## src/rtl/hmac_pkg.sv

```systemverilog
// Shared constants and state encoding for the HMAC-SHA1 sequencer.
// The state encoding is shared so the block selector can follow the controller's FSM.
package hmac_pkg;

  localparam int BLK_W = 512;
  localparam int DIG_W = 160;
  localparam int MSG_W = 64;

  // Bit lengths of the padded messages: key block plus payload.
  localparam logic [63:0] LEN_INNER = 64'd576;
  localparam logic [63:0] LEN_OUTER = 64'd672;

  localparam logic [7:0] IPAD_DEF = 8'h36;
  localparam logic [7:0] OPAD_DEF = 8'h5c;

  typedef enum logic [3:0] {
    S_IDLE = 4'd0,
    S_IK   = 4'd1,
    S_WIK  = 4'd2,
    S_IM   = 4'd3,
    S_WIM  = 4'd4,
    S_OK   = 4'd5,
    S_WOK  = 4'd6,
    S_OM   = 4'd7,
    S_WOM  = 4'd8,
    S_DONE = 4'd9
  } state_t;

  function automatic logic is_wait(input state_t s);
    return (s == S_WIK) || (s == S_WIM) || (s == S_WOK) || (s == S_WOM);
  endfunction

endpackage

```

## src/rtl/hmac_block_mux.sv

```systemverilog
// Selects the 512-bit block shown to the SHA-1 core from the sequencer state.
// Wait states keep presenting the block of the preceding pulse, so the block stays stable.
module hmac_block_mux
  import hmac_pkg::*;
#(
  parameter logic [7:0] IPAD_BYTE = IPAD_DEF,
  parameter logic [7:0] OPAD_BYTE = OPAD_DEF
) (
  input  state_t             state,
  input  logic [BLK_W-1:0]   key,
  input  logic [MSG_W-1:0]   msg,
  input  logic [DIG_W-1:0]   inner_digest,
  output logic [BLK_W-1:0]   block
);

  always_comb begin
    block = '0;
    case (state)
      S_IK, S_WIK: block = key ^ {64{IPAD_BYTE}};
      S_IM, S_WIM: block = {msg, 1'b1, 383'b0, LEN_INNER};
      S_OK, S_WOK: block = key ^ {64{OPAD_BYTE}};
      S_OM, S_WOM: block = {inner_digest, 1'b1, 287'b0, LEN_OUTER};
      default:     block = '0;
    endcase
  end

endmodule

```

## src/rtl/hmac_sha1_ctrl.sv

```systemverilog
// HMAC-SHA1 sequencer: runs an external SHA-1 core through inner key, inner message,
// outer key and outer digest blocks behind one req/done handshake, with a per-block watchdog.
module hmac_sha1_ctrl
  import hmac_pkg::*;
#(
  parameter int         TIMEOUT   = 1023,
  parameter logic [7:0] IPAD_BYTE = IPAD_DEF,
  parameter logic [7:0] OPAD_BYTE = OPAD_DEF
) (
  input  logic             clk,
  input  logic             rst,
  input  logic             req,
  input  logic [BLK_W-1:0] req_key,
  input  logic [MSG_W-1:0] req_msg,
  output logic             busy,
  output logic             done,
  output logic [DIG_W-1:0] mac,
  output logic             err,
  output logic             core_init,
  output logic             core_next,
  output logic [BLK_W-1:0] core_block,
  input  logic             core_ready,
  input  logic [DIG_W-1:0] core_digest
);

  localparam int WD_W = $clog2(TIMEOUT + 1);

  state_t           state;
  logic [WD_W-1:0]  wd;
  logic [BLK_W-1:0] key_q;
  logic [MSG_W-1:0] msg_q;
  logic [DIG_W-1:0] inner_q;
  logic             adv;
  logic             expired;

  // wd == 0 marks the arming cycle, where a stale core_ready must be ignored.
  assign adv     = is_wait(state) && (wd != '0) && core_ready;
  assign expired = (wd == WD_W'(TIMEOUT - 1));

  hmac_block_mux #(
    .IPAD_BYTE (IPAD_BYTE),
    .OPAD_BYTE (OPAD_BYTE)
  ) u_mux (
    .state        (state),
    .key          (key_q),
    .msg          (msg_q),
    .inner_digest (inner_q),
    .block        (core_block)
  );

  always_ff @(posedge clk) begin
    if (state == S_IDLE && req) begin
      key_q <= req_key;
      msg_q <= req_msg;
    end
    if (state == S_WIM && adv) begin
      inner_q <= core_digest;
    end
  end

  always_ff @(posedge clk) begin
    if (rst) begin
      state     <= S_IDLE;
      busy      <= 1'b0;
      done      <= 1'b0;
      err       <= 1'b0;
      mac       <= '0;
      core_init <= 1'b0;
      core_next <= 1'b0;
      wd        <= '0;
    end else begin
      done      <= 1'b0;
      err       <= 1'b0;
      core_init <= 1'b0;
      core_next <= 1'b0;
      case (state)
        S_IDLE: begin
          wd <= '0;
          if (req) begin
            state     <= S_IK;
            busy      <= 1'b1;
            core_init <= 1'b1;
          end
        end
        S_IK: state <= S_WIK;
        S_IM: state <= S_WIM;
        S_OK: state <= S_WOK;
        S_OM: state <= S_WOM;
        S_WIK, S_WIM, S_WOK, S_WOM: begin
          if (adv) begin
            wd <= '0;
            case (state)
              S_WIK: begin state <= S_IM; core_next <= 1'b1; end
              S_WIM: begin state <= S_OK; core_init <= 1'b1; end
              S_WOK: begin state <= S_OM; core_next <= 1'b1; end
              default: begin
                state <= S_DONE;
                done  <= 1'b1;
                busy  <= 1'b0;
                mac   <= core_digest;
              end
            endcase
          end else if (expired) begin
            // Core never answered: abandon the operation, keep the previous mac.
            wd    <= '0;
            state <= S_IDLE;
            busy  <= 1'b0;
            err   <= 1'b1;
          end else begin
            wd <= wd + 1'b1;
          end
        end
        S_DONE:  state <= S_IDLE;
        default: state <= S_IDLE;
      endcase
    end
  end

endmodule
```

## config.mk

```make
export PLATFORM = sky130hd
export DESIGN_NAME = hmac_sha1_ctrl
export DESIGN_NICKNAME = d
export VERILOG_FILES = /design/src/rtl/hmac_pkg.sv /design/src/rtl/hmac_block_mux.sv /design/src/rtl/hmac_sha1_ctrl.sv
export SDC_FILE = /design/constraint.sdc
export NUM_CORES = 1
export LEC_CHECK = 0
export BUFFER_PORTS_ARGS = -buffer_cell sky130_fd_sc_hd__buf_4
export CORE_AREA = 2 2 548 550
export CTS_CLUSTER_SIZE = 25
export DETAILED_ROUTE_END_ITERATION = 6
export DIE_AREA = 0 0 550 552
export PLACE_DENSITY = 0.39
export SYNTH_ARGS = -nofsm -noshare
export SYNTH_HDL_FRONTEND = slang
export SYNTH_SLANG_ARGS = --single-unit
```

## constraint.sdc

```tcl
create_clock -name clk -period 13.8 [get_ports clk]
set_input_delay 0.69 -clock clk [delete_from_list [all_inputs] [get_ports clk]]
set_output_delay 0.69 -clock clk [all_outputs]
set_load 0.02 [all_outputs]
```

After elaboration in Yosys (flattened, before gate mapping):

Cells that the tools add are included.

* reduce and logical (&&, ||, !) cells: 22
* muxes and demuxes: 21
* equality and inequality tests: 12
* add/sub/neg operators: 1
* bitwise operators: 5

Operator list (number)
* $pmux 512 s4: 1
* $not 256->256: 2
* $pmux 4 s6: 1
* $mux 10: 2
* $pmux 10 s2: 1
* $eq 4x3->1 const B: 4
* $mux 4: 3
* $pmux 4 s3: 1
* $add 10x1->10 const B: 1
* $eq 10x10->1 const B: 1
* $mux 1: 10
* $reduce_bool 10->1: 1
* $reduce_or 2->1: 5
* $reduce_or 3->1: 3
* $eq 4x2->1 const B: 2
* $ne 3x3->1 const B: 2
* $eq 4x1->1 const B: 1
* $eq 4x4->1 const B: 1
* $logic_and 1x1->1: 4
* $logic_not 4->1: 1
* $pmux 1 s2: 2
* $reduce_and 4->1: 1
* $reduce_or 4->1: 1
* $logic_or 1x1->1: 3
* other kinds (5): 7

* output and inout port bits: 677
* input port bits: 740
* bits in registers: 915

Longest topological paths before layout:

* depth after elaboration: 8
* mapped depth: 9

By module:

From an unflattened synthesis, not the netlist that was laid out.

* cells, all modules: 2717
* area total of the unflattened synthesis: 36970.5 µm²

Modules (own cells, without submodules)
* hmac_sha1_ctrl: times used 1, area each 28503.6 µm², cells each 1555
* hmac_block_mux: times used 1, area each 8466.9 µm², cells each 1162

Worst setup path before layout:

No wires, ideal clock.

* kind: reg2reg
* start point: register state[1]
* end point: register key_q[0] (enable)
* stages on the path, launching flop included: 7
* path slack: 0.612 ns
* clock period less this slack: 13.188 ns
* data required time: 12.878 ns
* arrival: 12.266 ns
* path through: dfxtp_1 -> buf_6 -> or2_1 -> buf_2 -> nor3_1 -> nand2_1 -> inv_1

* word-level cells in the longest chain between the ends: 2

Ends and longest elaborated chain
* start, declared: line hmac_sha1_ctrl.sv:28 `state_t state;`
* start signal, assigned: line hmac_sha1_ctrl.sv:63 `state <= S_IDLE;`
* start signal, assigned: line hmac_sha1_ctrl.sv:80 `state <= S_IK;`
* start signal, assigned: line hmac_sha1_ctrl.sv:85 `S_IK: state <= S_WIK;`
* $logic_not 4->1: line hmac_sha1_ctrl.sv:52 `if (state == S_IDLE && req) begin`
* $logic_and 1x1->1: line hmac_sha1_ctrl.sv:52
* end signal, assigned: line hmac_sha1_ctrl.sv:53 `key_q <= req_key;`
* end, declared: line hmac_sha1_ctrl.sv:30 `logic [BLK_W-1:0] key_q;`

No other way between the ends.
A chain may end at the register's enable or synchronous reset.

Final worst setup path:

* start point: register state[1]
* end point: output core_block[435]

* word-level cells in the longest chain between the ends: 3

Ends and longest elaborated chain
* $eq 4x4->1 (tied with other cells): line hmac_block_mux.sv:18 `case (state)`
* $reduce_or 2->1: line hmac_block_mux.sv:18
* $pmux 512 s4 *: line hmac_block_mux.sv:18
* end, declared: line hmac_sha1_ctrl.sv:21 `output logic [BLK_W-1:0] core_block,`

Every way passes the cells marked *; elsewhere a longest branch is shown, timed or not.

==> results_dict.tcl <==
set metrics [dict create \
    r2r_cells 7 \
    synth_area_sq_um 34700 \
    yosys-top-cells-count "736 x edfxtp_1, 415 x nand2_1, 321 x nor2_1" \
    path_clk_slew_ns 0.06 \
    ys.warnings.count 0 \
    fin_crit_sh_pct 42.1 \
    synth_fp_nets 3331 \
    use_met2_pct 22.2 \
    regToRegStartpoint "state[2]$_SDFFE_PP0P_" \
    post-cts-setup-buffers 0 \
    end_kind "output port" \
    drive_gt1_share_pct 34.4 \
    cts_made_buffers 124 \
    multi_input_area_sq_um 8210 \
    io_buffers 1416 \
    report.power.total_mw 7.74 \
    synth_ff_type "edfxtp_1" \
    cts_resized 0 \
    max_slew.worst_pin.slew_ns 1.12 \
    synthTopCellsByArea "edfxtp_1 64%, dfxtp_1 10%, nand2_1 4.5%, nor2_1 3.5%, xnor2_1 3.2%" \
    clock_skew_ns 0.0673 \
    rsz0062_at_grt "false" \
    cellLeakagePower_nw 23.7 \
    fin_nets 5449 \
    final-setup-viol-count 0 \
    io_pins 1417 \
    hp-class "input port to flop" \
    grt_max_degree 134 \
    slew_headroom_pct 25.1 \
    dp_hpwl_mm 172 \
    maxCapViolCount 0 \
    tns_ns 0 \
    grt_pass1_wl_mm 284 \
    fillers 32500 \
    core_area_sq_um 298000 \
    seq_area_frac_synth_pct 74.1 \
    cts_tree "built" \
    clk_path_buf_depth 4 \
    netlist.area_leader.share_pct 63.7 \
    antenna_found_initial 123 \
    cp.required_ns 13.11 \
    min_from "req_key[359]" \
    via_per_inst 3.38 \
    post_drt_wl_per_cell_um 24.7 \
    via_count 29700 \
    grt_use_met3_pct 4.21 \
    die_w_um 550 \
    grt_busiest_layer "met2" \
    ctsHoldBuffers 716 \
    clk_latency_ns 0.86 \
    ant_nets 0 \
    ys_ff_latch 915 \
    peakVddDrop_v 0.0000977 \
    die_height_um 552 \
    synth_edf_count 736 \
    status "finished clean" \
    yosysMostFrequentCell "edfxtp_1" \
    die-area_sq_um 304000 \
    hold_ws_ns 0.0954 \
    drt_first_iter_violations 1995 \
    drc_errors 0 \
    seqCellArea_sq_um 25700 \
    rows 201 \
    worstPathMaxFanout 86 \
    crit_start "state[1]$_SDFFE_PP0P_" \
    syn_avg_cell_area_sq_um 13.4 \
    place_congestion 0.908 \
    wl_mm 218 \
    synthCells 2588 \
    power_density_nw_per_um2 127 \
    fmax_mhz 172 \
    period_minus_slack_ns 5.82 \
    post-synth-top-area-cell "edfxtp_1" \
    use_met1_pct 17.2 \
    htree_levels 3 \
    start_kind "flop" \
    initial_core_util_pct 11.6 \
    crit_type "flop to output port" \
    root_buffer "clkbuf_16" \
    arrival_ns 5.13 \
    grt.overflow.total 0 \
    clock-sinks 915 \
    hold_violations 0 \
    async_reset_ff_share_pct 0 \
    hold_depth 1 \
    grt_pass1_vias 30500 \
    final_max_slew_viol_count 0 \
    ys_types 48 \
    drtPass1Iterations 6 \
    area_delta_synth_final_pct 76.5 \
    grt_use_total_pct 13.7 \
]
-- cell type report --
cell class,count,share of cell area [%]
diodes,42,0.172
clock buffers,171,5.82
clock inverters,56,0.840
inverters,23,0.153
multi-input cells,1479,13.4
flip-flops and latches,915,42.0
well taps,3958,8.09
repair buffers,2163,29.5
-- registers in the layout, summed over array words and instances, names as in the netlist --
register / cells
core_next: 1
mac: 160
busy: 1
done: 1
err: 1
wd: 10
core_init: 1
state: 4
inner_q: 160
msg_q: 64
key_q: 512
-- kinds of logic (layout without fill, tap and decap cells) --
family | count (synthesis) | after routing | share of synthesized area (%)
AO/OA/AOI/OAI | 357 | 357 | 6.59
buffers and inverters | 194 | 2413 | 2.43
other | 0 | 42 | 0
XOR/XNOR | 255 | 255 | 6.44
adder cells (fa/ha/maj) | 3 | 3 | 0.108
multiplexers | 1 | 1 | 0.0289
flip-flops | 915 | 915 | 74.1
AND/OR/NAND/NOR | 863 | 863 | 10.3
-- stage by stage --
| step | utilization, % | setup WS [ns] | instances | area [sq um] |
|---|---|---|---|---|
| global placement | 16.7 | 8.72 | 7822 | 49900 |
| finish | 20.5 | 7.98 | 8807 | 61200 |
| detailed placement | 16.7 | 8.69 | 7822 | 49900 |
| CTS | 20.5 | 7.81 | 8765 | 61100 |
| global route | 20.5 | 7.61 | 8781 | 61100 |
| floorplan | - | 0.612 | 2588 | 34700 |
-- worst max-delay path: stages (launching register included) --
cell and delay, ns:
dfxtp_1 0.53, inv_2 0.11, nand2_1 0.18, a21o_4 0.66
buf_4 0.63, buf_4 0.62, buf_4 0.87, o21ai_1 0.23
buf_4 0.22
-- power by group --
group / leakage [nW] / internal, mW / switching [mW] / total, mW
clock network: 1.99 / 1.90 / 1.37 / 3.27
logic: 13.3 / 0.527 / 0.695 / 1.22
registers: 8.38 / 3.16 / 0.0942 / 3.25
total: 23.7 / 5.58 / 2.16 / 7.74
-- final timing paths --
| path | slack (ns) | endpoint |
|---|---|---|
| setup / recovery | 7.98 | core_block[435] |
| hold / removal | 0.1 | key_q[359]$_DFFE_PP_ |
| setup reg to reg | 8.94 | key_q[274]$_DFFE_PP_ |
| hold reg to reg | 0.45 | mac[88]$_SDFFE_PP0P_ |
-- routing by layer --
metal	share of wire, %	wire length [um]	vias up
met4	3.6	7770	48
met2	45	98400	1469
li1	-	-	13400
met1	42	92200	14500
met5	0.14	309	-
met3	8.6	18800	371
-- cells in the final DEF, fill, tap and decap left out, types with 3 or more instances in the layout --
master	instances
nand3_1	9
a21o_1	8
clkinv_4	6
inv_6	5
edfxtp_1	736
and2_1	88
bufinv_16	5
dfxtp_1	178
nand2b_1	3
inv_4	5
buf_4	1443
ha_1	3
nor3_1	6
clkinv_1	8
diode_2	42
nand2_1	414
a22o_1	23
xnor2_1	128
inv_1	21
clkbuf_8	12
a31oi_1	7
clkbuf_1	28
clkinv_2	16
nor2_1	321
a21oi_1	165
o21ai_1	71
buf_12	3
nand3b_1	6
a222oi_1	16
a221o_1	49
clkbuf_16	132
clkinvlp_4	7
xor2_1	127
o21ai_0	5
nand4_1	3
dlygate4sd3_1	716
Power figures use the tool's default switching activity.
